`src/rtl/jtag_pkg.sv`:
```
// Shared JTAG definitions: TAP state names and instruction codes.
package jtag_pkg;

   // IEEE 1149.1 TAP controller states
   typedef enum logic [3:0] {
      ST_TEST_LOGIC_RESET = 4'h0,
      ST_RUN_TEST_IDLE    = 4'h1,
      ST_SELECT_DR_SCAN   = 4'h2,
      ST_CAPTURE_DR       = 4'h3,
      ST_SHIFT_DR         = 4'h4,
      ST_EXIT1_DR         = 4'h5,
      ST_PAUSE_DR         = 4'h6,
      ST_EXIT2_DR         = 4'h7,
      ST_UPDATE_DR        = 4'h8,
      ST_SELECT_IR_SCAN   = 4'h9,
      ST_CAPTURE_IR       = 4'hA,
      ST_SHIFT_IR         = 4'hB,
      ST_EXIT1_IR         = 4'hC,
      ST_PAUSE_IR         = 4'hD,
      ST_EXIT2_IR         = 4'hE,
      ST_UPDATE_IR        = 4'hF
   } tap_state_e;

   localparam logic [1:0] BYPASS    = 2'h0;
   localparam logic [1:0] BSR       = 2'h1;
   localparam logic [1:0] DEVICE_ID = 2'h2;

   // Unused instruction encoding 2'h3 falls back to BYPASS
   function automatic logic [1:0] ir_decode(input logic [1:0] ir);
      return (ir == 2'h3) ? BYPASS : ir;
   endfunction

endpackage

```
`src/rtl/tap_fsm.sv`:
```
// TAP state machine: state register, TMS-driven next state and state decodes.
module tap_fsm
   import jtag_pkg::*;
(
   input  logic tck_i,
   input  logic trst_i,
   input  logic tms_i,
   output logic enter_tlr_o,
   output logic tlr_o,
   output logic capture_dr_o,
   output logic shift_dr_o,
   output logic update_dr_o,
   output logic capture_ir_o,
   output logic shift_ir_o,
   output logic update_ir_o
);

   tap_state_e state_q, state_d;

   // State register, forced to Test-Logic-Reset by TRST
   always_ff @(posedge tck_i or posedge trst_i) begin
      if (trst_i) state_q <= ST_TEST_LOGIC_RESET;
      else        state_q <= state_d;
   end

   // Next-state from TMS plus Moore decodes of the current state
   always_comb begin
      state_d      = state_q;
      tlr_o        = 1'b0;
      capture_dr_o = 1'b0;
      shift_dr_o   = 1'b0;
      update_dr_o  = 1'b0;
      capture_ir_o = 1'b0;
      shift_ir_o   = 1'b0;
      update_ir_o  = 1'b0;

      unique case (state_q)
         ST_TEST_LOGIC_RESET: state_d = tms_i ? ST_TEST_LOGIC_RESET : ST_RUN_TEST_IDLE;
         ST_RUN_TEST_IDLE:    state_d = tms_i ? ST_SELECT_DR_SCAN   : ST_RUN_TEST_IDLE;
         ST_SELECT_DR_SCAN:   state_d = tms_i ? ST_SELECT_IR_SCAN   : ST_CAPTURE_DR;
         ST_CAPTURE_DR:       state_d = tms_i ? ST_EXIT1_DR         : ST_SHIFT_DR;
         ST_SHIFT_DR:         state_d = tms_i ? ST_EXIT1_DR         : ST_SHIFT_DR;
         ST_EXIT1_DR:         state_d = tms_i ? ST_UPDATE_DR        : ST_PAUSE_DR;
         ST_PAUSE_DR:         state_d = tms_i ? ST_EXIT2_DR         : ST_PAUSE_DR;
         ST_EXIT2_DR:         state_d = tms_i ? ST_UPDATE_DR        : ST_SHIFT_DR;
         ST_UPDATE_DR:        state_d = tms_i ? ST_SELECT_DR_SCAN   : ST_RUN_TEST_IDLE;
         ST_SELECT_IR_SCAN:   state_d = tms_i ? ST_TEST_LOGIC_RESET : ST_CAPTURE_IR;
         ST_CAPTURE_IR:       state_d = tms_i ? ST_EXIT1_IR         : ST_SHIFT_IR;
         ST_SHIFT_IR:         state_d = tms_i ? ST_EXIT1_IR         : ST_SHIFT_IR;
         ST_EXIT1_IR:         state_d = tms_i ? ST_UPDATE_IR        : ST_PAUSE_IR;
         ST_PAUSE_IR:         state_d = tms_i ? ST_EXIT2_IR         : ST_PAUSE_IR;
         ST_EXIT2_IR:         state_d = tms_i ? ST_UPDATE_IR        : ST_SHIFT_IR;
         ST_UPDATE_IR:        state_d = tms_i ? ST_SELECT_DR_SCAN   : ST_RUN_TEST_IDLE;
         default:             state_d = ST_TEST_LOGIC_RESET;
      endcase

      tlr_o        = (state_q == ST_TEST_LOGIC_RESET);
      capture_dr_o = (state_q == ST_CAPTURE_DR);
      shift_dr_o   = (state_q == ST_SHIFT_DR);
      update_dr_o  = (state_q == ST_UPDATE_DR);
      capture_ir_o = (state_q == ST_CAPTURE_IR);
      shift_ir_o   = (state_q == ST_SHIFT_IR);
      update_ir_o  = (state_q == ST_UPDATE_IR);
   end

   // Entering (or staying in) TLR lets the IR latch reset on that same edge
   assign enter_tlr_o = (state_d == ST_TEST_LOGIC_RESET);

endmodule

```
`src/rtl/tap_controller.sv`:
```
// JTAG TAP controller: TAP FSM, 2-bit instruction register and falling-edge TDO stage.
module tap_controller
   import jtag_pkg::*;
#(
   parameter logic [1:0] IR_RESET   = 2'h2,
   parameter logic [1:0] IR_CAPTURE = 2'b01
) (
   input  logic       TCK,
   input  logic       TRST,
   input  logic       TMS,
   input  logic       TDI,
   input  logic       G1_TDO,
   output logic [1:0] CODE,
   output logic       CAPTURE_DR,
   output logic       SHIFT_DR,
   output logic       UPDATE_DR,
   output logic       TEST_LOGIC_RESET,
   output logic       TDO,
   output logic       TDO_EN
);

   logic       enter_tlr, capture_ir, shift_ir, update_ir;
   logic [1:0] ir_shift_q, ir_shift_d;
   logic [1:0] ir_latch_q, ir_latch_d;
   logic       tdo_q, tdo_d;
   logic       tdo_en_q, tdo_en_d;

   tap_fsm u_fsm (
      .tck_i        (TCK),
      .trst_i       (TRST),
      .tms_i        (TMS),
      .enter_tlr_o  (enter_tlr),
      .tlr_o        (TEST_LOGIC_RESET),
      .capture_dr_o (CAPTURE_DR),
      .shift_dr_o   (SHIFT_DR),
      .update_dr_o  (UPDATE_DR),
      .capture_ir_o (capture_ir),
      .shift_ir_o   (shift_ir),
      .update_ir_o  (update_ir)
   );

   // IR shift stage next value: capture, shift right with TDI into MSB, else hold
   always_comb begin
      ir_shift_d = ir_shift_q;
      if (capture_ir)    ir_shift_d = IR_CAPTURE;
      else if (shift_ir) ir_shift_d = {TDI, ir_shift_q[1]};
   end

   // IR shift stage register
   always_ff @(posedge TCK or posedge TRST) begin
      if (TRST) ir_shift_q <= '0;
      else      ir_shift_q <= ir_shift_d;
   end

   // IR latch next value: reset instruction on TLR entry, decoded shift stage on Update-IR
   always_comb begin
      ir_latch_d = ir_latch_q;
      if (enter_tlr)      ir_latch_d = IR_RESET;
      else if (update_ir) ir_latch_d = ir_decode(ir_shift_q);
   end

   // IR latch register
   always_ff @(posedge TCK or posedge TRST) begin
      if (TRST) ir_latch_q <= IR_RESET;
      else      ir_latch_q <= ir_latch_d;
   end

   assign CODE = ir_latch_q;

   // TDO source select: IR LSB in Shift-IR, data-register mux in Shift-DR
   always_comb begin
      tdo_d    = 1'b0;
      tdo_en_d = 1'b0;
      if (shift_ir) begin
         tdo_d    = ir_shift_q[0];
         tdo_en_d = 1'b1;
      end else if (SHIFT_DR) begin
         tdo_d    = G1_TDO;
         tdo_en_d = 1'b1;
      end
   end

   // TDO output stage, retimed to the falling edge of TCK
   always_ff @(negedge TCK or posedge TRST) begin
      if (TRST) begin
         tdo_q    <= 1'b0;
         tdo_en_q <= 1'b0;
      end else begin
         tdo_q    <= tdo_d;
         tdo_en_q <= tdo_en_d;
      end
   end

   assign TDO    = tdo_q;
   assign TDO_EN = tdo_en_q;

endmodule

```
`config.mk`:
```
export PLATFORM = sky130hd
export DESIGN_NAME = tap_controller
export DESIGN_NICKNAME = d
export VERILOG_FILES = /design/src/rtl/jtag_pkg.sv /design/src/rtl/tap_fsm.sv /design/src/rtl/tap_controller.sv
export SDC_FILE = /design/constraint.sdc
export NUM_CORES = 1
export LEC_CHECK = 0
export CORE_AREA = 2 2 44 46
export CTS_CLUSTER_DIAMETER = 80
export DETAILED_ROUTE_END_ITERATION = 6
export DIE_AREA = 0 0 46 48
export GPL_TIMING_DRIVEN = 0
export PLACE_DENSITY = 0.65
export SLEW_MARGIN = 20
export SYNTH_ARGS = -nofsm -noshare
export SYNTH_HDL_FRONTEND = slang
export SYNTH_SLANG_ARGS = --single-unit
```
`constraint.sdc`:
```
create_clock -name TCK -period 2.3 [get_ports TCK]
set_input_delay 0.46 -clock TCK [delete_from_list [all_inputs] [get_ports TCK]]
set_output_delay 0.46 -clock TCK [all_outputs]
set_load 0.01 [all_outputs]
```
==> run summary <==
The count of filler cells inserted in the layout came out at 162. The tree is rooted in a sky130_fd_sc_hd__clkbuf_4. Summed over all layers, the routed wires come to 1530 microns. The fraction of met3 tracks used by global routing is 2.26%. For this run, asynchronously set or reset flops after synthesis account for 100%. The final reports fail on negative setup slack. The signal arrival time at the worst endpoint is 1.95 ns. The delay of the slowest cell on the worst path is 0.40 ns. The critical path class is reg2out. The number of clock sinks is 10. Clock-pin slew was measured on the worst setup and hold paths at 0.07 ns. Buffers inserted during clock tree synthesis total 3.

The die extent in x is 46 microns. In this design, the largest share of critical-path delay is due to flip-flops. The number of global-route vias before repair is 568. The run finished, with violations left. The layout overhead on the synthesized area is 32.2%. The setup violation total in the final timing report is 2.

The worst hold path belongs to the class in2async. After the first detailed-routing iteration, the DRC count stood at 12. The worst ir drop on vdd came out at 588 uV. The worst-path maximum fanout is 1.

STA classifies the critical path startpoint as a register. The busiest layer in global routing is met2. The number of antenna diodes in the final layout is 0.

In this run, distinct cell masters in the synthesized netlist total 35. The power consumption is 1200 uW. The count of input and output buffers is 11. The power per cell area came out at 1420 mW/mm^2. At the end of routability-driven placement, the weighted congestion stood at 0.782. The clock reaches the later pin of the worst-skew pair after 0.28 ns. The aggregate global-route resource usage came out at 16.1%.

The endpoint required time on the critical path is 1.84 ns. For this run, global-route usage on met2 was measured as 26.7%. The initial standard-cell utilization of the core is 38.0%. The count of pins on the block boundary is 13. For the final database, setup skew stands at 0.0110 ns.

The number of remaining DRC errors came out at 0. Summing over every cut layer, the via total after detailed routing is 612. The number of hold violations in the final report came to 0.

The hold-fix buffer count after cts is 0. Once layout is complete, the utilization of the core stands at 50.2%. The number of max-cap violations came out at 0. The post-place setup slack came out at -0.224 ns. The initialized floorplan defines 15 standard-cell rows.

The flip-flop and latch count after synthesis is 10. The net total in the final layout came out at 96. The first-pass GRT wire length came out at 2550 microns.

The share of layout cells above drive strength 1 is 24.4%. The worst slew margin relative to its limit is 71.7%. Setup repair after global routing could not meet its margin everywhere. In this run the deepest clock path goes through 2 buffers. The clock tree from TritonCTS is yes. The post-detailed-route via-to-cell ratio came out at 5.72. The number of slew-limit violations in the final report came out at 0. The met1 usage is 21.8%. The detail route stage leaves a number of antenna-violating nets equal to 0.

The post-synth net total is 77. CTS built an H-tree with a depth of 1. The signal on the critical path passes through buf_2. The count of synthesis-stage warnings from yosys is 0. The final worst slack came out at -0.110 ns. The slew of the pin with the lowest slew margin is 0.418 ns. The maximum number of pins on one net before global-route repair is 11. The leakage power of the design came out at 0.000383 uW.

The mapped cell area is 642 sq um. The worst setup path is captured at an output pin. The overflow left after global routing is 0. The count of flip-flops with a built-in enable after synthesis came out at 0. The mean instance size in the synthesized netlist came out at 8.91 sq um. The count of buffering cells on the critical path with inverters included is 1. The die extent in y is 48 microns. On the critical path, the stage with the largest delay is an instance of sky130_fd_sc_hd__dfrtn_1. Across the whole layout, storage elements account for 251 sq um. The instance count of the mapped netlist came out at 72. The number of antenna violations at the first check in global routing is 0. The post-place instance area came out at 773 sq um. Dividing the detail-routed wire length by the instance count gives 14.3 microns.

The die covers 0.00221 sq mm. The share of synthesized area occupied by flip-flops and latches is 39.2%. Summing all multi-input logic gate instances after layout gives 344 sq um. The half-perimeter wire length after detailed placement came out at 1040 microns. The final standard cell area without fillers came out at 848 sq um. The floorplan core area came out at 0.00169 sq mm.

The dominant synthesized flop cell is sky130_fd_sc_hd__dfrtp_1. The number of search-and-repair iterations in the first detailed-routing pass came out at 4.
## synth_stat cells, types with 2 or more instances
cell type                   count  share of area [%]
sky130_fd_sc_hd__o21ai_0        7                5.5
sky130_fd_sc_hd__nor2b_1        2                1.9
sky130_fd_sc_hd__inv_1          3                1.8
sky130_fd_sc_hd__buf_2          6                4.7
sky130_fd_sc_hd__a2bb2oi_1      2                2.7
sky130_fd_sc_hd__nor4b_1        3                4.1
sky130_fd_sc_hd__nor3_1         2                1.6
sky130_fd_sc_hd__nor2_1         3                1.8
sky130_fd_sc_hd__dfrtn_1        2                7.8
sky130_fd_sc_hd__nor3b_1        2                2.3
sky130_fd_sc_hd__nand2_1        6                3.5
sky130_fd_sc_hd__a31oi_1        2                1.9
sky130_fd_sc_hd__buf_4          2                2.3
sky130_fd_sc_hd__a21oi_1        3                2.3
sky130_fd_sc_hd__dfrtp_1        7                 27
## power by group
part | switching [uW] | internal (uW) | total, uW
Sequential | 41.3 | 259 | 300
Combinational | 405 | 362 | 767
Clock | 66.4 | 67.2 | 134
## registers in the layout (all words and copies together) (netlist names)
signal         count
CODE               2
TDO_EN             1
u_fsm.state_q      4
ir_shift_q         2
TDO                1
## kinds of logic after synthesis
| family | count (synthesis) | share of synthesized area, % |
|---|---|---|
| xor+xnor | 1 | 1.36 |
| flops | 10 | 39.2 |
| buf+inv | 12 | 9.36 |
| simple gates | 26 | 25.7 |
| compound gates | 23 | 24.4 |
## per-layer routing
layer,wire length [microns],vias to the layer above
met1,714,300
met5,0,-
li1,-,297
met2,754,13
met3,38,2
met4,19,0
## timing repair
item,CTS,global route
setup endpoints to repair,5,7
cloned,0,0
setup buffers,1,2
pin swaps,0,1
resized for setup,13,6
## path summary, 6_finish.rpt
path / from / endpoint / slack [ns] / cells past startpoint
max in group asynchronous: TRST / TDO / 0.50 / 2
worst max-delay path: TDO_EN / TDO_EN / -0.11 / 1
worst min-delay path: TRST / CODE[0] / 0.46 / 2
worst max register to register: u_fsm.state_q[3] / TDO / 0.05 / 3
min in group TCK: CODE[0] / CODE[0] / 0.52 / 2
worst min register to register: CODE[0] / CODE[0] / 0.52 / 2
## cells in the final DEF, fill, tap and decap left out, drive strengths merged, types with 2 or more instances in the layout
cell and instances:
inv 2, nand2 6, a2bb2oi 2, dfrtp 7, buf 12, o21ai 7, nor2 3, dlymetal6s2s 2
nor3 2, nor4 2, nor4b 3, clkdlybuf4s50 6, nor3b 2, a31oi 2, dfrtn 2, a21oi 3
clkbuf 6, nor2b 2
## through the flow
| stage | instances | setup TNS, ns | hold WS [ns] |
|---|---|---|---|
| 2_1_floorplan | 72 | 0 | 0.299 |
| 3_3_place_gp | 100 | -0.484 | 0.508 |
| 3_5_place_dp | 100 | -0.514 | 0.520 |
| 4_1_cts | 105 | -0.206 | 0.479 |
| 5_1_grt | 107 | -0.242 | 0.500 |
| 6_report | 107 | -0.197 | 0.459 |
## layout make-up
class,instances,area share (%)
Buffer,9,7.52
Clock buffer,4,3.10
Inverter,3,1.77
Multi-Input combinational cell,50,40.6
Sequential cell,10,29.6
Tap cell,17,2.51
Timing Repair Buffer,14,14.9
No activity file was read; power rests on OpenSTA's default activity.
